==> config.mk <==
export PLATFORM = sky130hd
export DESIGN_NAME = byte_serial_add_ctrl
export DESIGN_NICKNAME = d
export VERILOG_FILES = /design/src/rtl/byte_serial_add_ctrl.sv
export SDC_FILE = /design/constraint.sdc
export NUM_CORES = 1
export LEC_CHECK = 0
export ABC_AREA = 1
export CORE_UTILIZATION = 24
export DETAILED_ROUTE_END_ITERATION = 7
export SLEW_MARGIN = 20
export SYNTH_ARGS = -nofsm -noshare
export SYNTH_HDL_FRONTEND = slang
export SYNTH_SLANG_ARGS = --single-unit
==> constraint.sdc <==
create_clock -name clk -period 2.6 [get_ports clk]
set_input_delay 0.52 -clock clk [delete_from_list [all_inputs] [get_ports clk]]
set_output_delay 0.52 -clock clk [all_outputs]
set_load 0.05 [all_outputs]
==> src/rtl/byte_serial_add_ctrl.sv <==
// Byte-serial wide adder sequencer around a registered 8-bit adder stage.
// Issues operand bytes LSB first, chains the registered carry, reassembles the sum.
module byte_serial_add_ctrl #(
  parameter int NBYTES = 4
) (
  input  logic                clk,
  input  logic                rst,
  input  logic                in_valid,
  output logic                in_ready,
  input  logic [8*NBYTES-1:0] in_a,
  input  logic [8*NBYTES-1:0] in_b,
  input  logic                in_cin,
  output logic [7:0]          add_din1,
  output logic [7:0]          add_din2,
  output logic                add_cin,
  input  logic [7:0]          add_dout,
  input  logic                add_cout,
  output logic                out_valid,
  input  logic                out_ready,
  output logic [8*NBYTES-1:0] out_sum,
  output logic                out_cout
);

  localparam int W  = 8 * NBYTES;
  localparam int IW = (NBYTES > 1) ? $clog2(NBYTES) : 1;
  localparam logic [IW-1:0] LAST = IW'(NBYTES - 1);

  typedef enum logic [1:0] {
    IDLE,
    ISSUE,
    DRAIN,
    DONE
  } state_t;

  state_t          r_state;
  state_t          w_next;
  logic [W-1:0]    r_a;
  logic [W-1:0]    r_b;
  logic [W-1:0]    r_sum;
  logic            r_cin;
  logic            r_cout;
  logic [IW-1:0]   r_idx;
  logic [IW-1:0]   w_prev;
  logic            w_accept;

  assign w_prev   = r_idx - IW'(1);
  assign w_accept = in_valid & in_ready;
  assign out_sum  = r_sum;
  assign out_cout = r_cout;

  always_ff @(posedge clk) begin
    if (rst) r_state <= IDLE;
    else     r_state <= w_next;
  end

  always_comb begin
    w_next    = r_state;
    in_ready  = 1'b0;
    out_valid = 1'b0;
    add_din1  = 8'h00;
    add_din2  = 8'h00;
    add_cin   = 1'b0;
    unique case (r_state)
      IDLE: begin
        in_ready = ~rst;
        if (w_accept) w_next = ISSUE;
      end
      ISSUE: begin
        if (!rst) begin
          add_din1 = r_a[{r_idx, 3'b000} +: 8];
          add_din2 = r_b[{r_idx, 3'b000} +: 8];
          // byte 0 never looks at the adder's stale carry
          add_cin  = (r_idx == '0) ? r_cin : add_cout;
        end
        if (r_idx == LAST) w_next = DRAIN;
      end
      DRAIN: w_next = DONE;
      DONE: begin
        out_valid = 1'b1;
        if (out_ready) w_next = IDLE;
      end
      default: w_next = IDLE;
    endcase
  end

  always_ff @(posedge clk) begin
    if (rst) begin
      r_a    <= '0;
      r_b    <= '0;
      r_cin  <= 1'b0;
      r_idx  <= '0;
      r_sum  <= '0;
      r_cout <= 1'b0;
    end else begin
      unique case (r_state)
        IDLE: begin
          r_idx <= '0;
          if (w_accept) begin
            r_a   <= in_a;
            r_b   <= in_b;
            r_cin <= in_cin;
          end
        end
        ISSUE: begin
          r_idx <= (r_idx == LAST) ? '0 : r_idx + IW'(1);
          if (r_idx != '0) r_sum[{w_prev, 3'b000} +: 8] <= add_dout;
        end
        DRAIN: begin
          r_sum[W-8 +: 8] <= add_dout;
          r_cout          <= add_cout;
        end
        default: ;
      endcase
    end
  end

endmodule

==> results.tsv <==
stage	metric	value	unit
pwr	P_sw	0.002248	W
synth	dominant cells by area after synthesis	dfxtp_1, nand3_1, nor2_1	
sta	worst rel slew slack	41.11	%
status	outcome	completed	
global_routing	first-pass GRT wire length	23.84	mm
clocking	clock-pin transition on the worst setup and hold timing paths	70	ps
critical_path	crit path DAT	1930	ps
detailed_routing	Initial DRC Count	305	
sta	Final Hold Viols	0	
sta	post-route clock period utilization	94.09	%
synth	Yosys reg bits	102	
global_routing	GRT Total Usage	15.07	%
clocking	root buffer cell	clkbuf_16	
run	max capacitance violation total	0	
synth	Synth area leader	dfxtp_1	
sta	TNS Setup	0	ps
global_routing	global route overflow	0	
sta	Worst-Margin Slew	883.4	ps
pwr	Pwr Density	829.4	mW/mm²
detailed_routing	Detailed Route WL	15.43	mm
synth	Synth Net Count	808	
synth	synth warn	0	
sta	Clock Skews	7.437	ps
floorplanning	CORE AREA	0.01965	mm²
critical_path	CP Launch Type	register	
floorplanning	Core Rows	51	
worst_hold_path	hold crit path type	reg -> reg	
clocking	CTS tree	done	
pwr	peak supply drop	0.0004065	V
synth	post-synthesis sequential area ratio	41.99	%
pwr	Logic pwr share	40.1	%
critical_path	Critical Path Slowest Stage Cell	buf_4	
clocking	Post-CTS Setup Inserts	0	
sta	fmax	0.4088	GHz
synth	Mapped Cells	718	
detailed_routing	Vias/cell	4.446	
clocking	H-tree depth	3	
detailed_routing	drt wl/cell	14.12	µm
floorplanning	boundary pin count	130	
sta	hold slack	464.0	ps
placement	post-DP HPWL	10.62	mm
critical_path	crit-path most repeated cell	nor2_1	
detailed_routing	Antenna Nets Post-Route	0	
layout	area grow syn2layout	40.75	%
floorplanning	Starting Density	24.75	%
clocking	Bufs on Longest Clock Path	2	
layout	share of layout cells above drive strength 1	7.134	%
synth	syn avg cell area	6.774	µm²
pwr	power share of the sequential group	34.9	%
placement	port buffer count	129	
sta	RSZ-0062 raised after global routing	no	
critical_path	crit end category	output pin	
sta	final setup vio count	0	
placement	Final GP Congestion	0.8152	
pwr	Lkg Pwr	2.978	nW
layout	Final #Nets	912	
floorplanning	die area	0.02084	mm²
global_routing	largest net degree at the start of global routing	83	
clocking	total CTS buffers	9	
critical_path	Setup CP Type	reg -> out	
clocking	latest clock arrival within the worst-skew pair	360	ps
detailed_routing	Vias	4860	
pwr	switch share	39.59	%
clocking	clock sink count	102	
global_routing	initial antenna violation count	0	
global_routing	vias in the first global route	4554	
floorplanning	die width	144.4	µm
critical_path	Crit path required time	2080	ps
synth	synthesized area	0.004863	mm²
detailed_routing	drt pass-1 iters	4	
critical_path	crit-path max cell delay	420	ps
detailed_routing	DR DRC count	0	
pwr	clock share of power	25.0	%
pwr	Cell Int Power	0.003430	W
synth	share of Yosys cell area claimed by the top area cell type	41.99	%
critical_path	maximum fanout along the worst path	40	
sta	Pins Over Slew Limit	0	
floorplanning	chip height	144.4	µm
synth	Unique masters post-synth	17	
sta	Final min period	2446	ps
critical_path	Critical Path, Cell by Cell	buf_4, nor2_1, nor2_1, o21ai_0, a21oi_1, buf_12	
## flip-flops by register name, indices dropped and copies added, names as in the netlist
signal	flops
out_sum	32
r_a	32
r_b	32
r_idx	2
r_state	2
out_cout	1
r_cin	1
## path summary, 6_finish.rpt
check,startpoint,end,slack [ps],depth (start not counted)
worst max-delay path,r_idx[0],add_din2[0],150,6
worst min-delay path,r_a[9],r_a[9],460,2
worst max register to register,r_idx[0],out_sum[12],650,7
worst min register to register,r_a[9],r_a[9],460,2
## power groups by stage
stage | Clock, W | Sequential (W) | Combinational, W
2_1_floorplan | 0 | 0.00220 | 0.00133
3_3_place_gp | 0 | 0.00201 | 0.00230
3_5_place_dp | 0 | 0.00201 | 0.00231
4_1_cts | 0.00146 | 0.00198 | 0.00232
5_1_grt | 0.00152 | 0.00201 | 0.00253
6_report | 0.00142 | 0.00198 | 0.00228
## worst max-delay path: cells and delay by family, from the launching register on
family | cells | cell delay, ps
buffers and inverters | 2 | 590
AOI/OAI and AO/OA | 2 | 410
DFF | 1 | 330
and+or+nand+nor | 2 | 220
## layout by cell type, fill, tap and decap left out, drive strengths merged
cell	count
dfxtp	102
clkinvlp	1
nor3	2
buf	32
clkdlybuf4s50	110
diode	1
bufinv	1
nand3	144
ha	12
nand2	134
inv	43
clkinv	2
nor2	143
clkbuf	12
o21ai	62
a21oi	27
## area by class of cell
type	count	area, µm²
antenna	1	2.502
clock buffer	12	256.5
clock inverter	4	55.05
fill	2132	12810
inverter	43	161.4
multi-input combinational	524	2394
sequential	102	2043
tap	265	331.6
timing repair buffer	142	1602
## cells in the mapped netlist (all sizes together)
library cell	number
nand3	144
nor2	143
nand2	134
dfxtp	102
o21ai	62
buf	43
inv	43
a21oi	27
ha	12
clkbuf	6
nor3	2
## logic make-up after synthesis
family / synth area share (%)
adder cells (fa/ha/maj): 3.087
AND/OR/NAND/NOR: 36.66
flip-flops: 41.99
buffers and inverters: 9.107
AO/OA/AOI/OAI: 9.159
## repair_timing
item | in CTS | in global routing
resized for setup | 0 | 1
hold buffers | 0 | 0
endpoints found under the setup margin | 0 | 5
## per-stage QoR
| stage | worst slack [ps] | power, W | utilization [%] | instances | instance area (µm²) |
|---|---|---|---|---|---|
| floorplan | 270.5 | 0.003530 | - | 718 | 4868 |
| global placement | 281.5 | 0.004308 | 33.22 | 1076 | 6529 |
| detailed placement | 276.0 | 0.004324 | 33.22 | 1076 | 6529 |
| CTS | 88.01 | 0.005759 | 34.80 | 1092 | 6840 |
| global route | 18.02 | 0.006055 | 34.82 | 1092 | 6843 |
| finish | 153.7 | 0.005678 | 34.83 | 1093 | 6845 |
## routing by layer
layer / vias up / GRT usage, % / share of wire, %
met5: - / 0 / 0
li1: 2526 / - / -
met4: 0 / 4.488 / 1.1
met3: 12 / 4.007 / 6.2
met2: 122 / 25.08 / 47
met1: 2200 / 18.92 / 46
(Power assumes the default switching activity.)
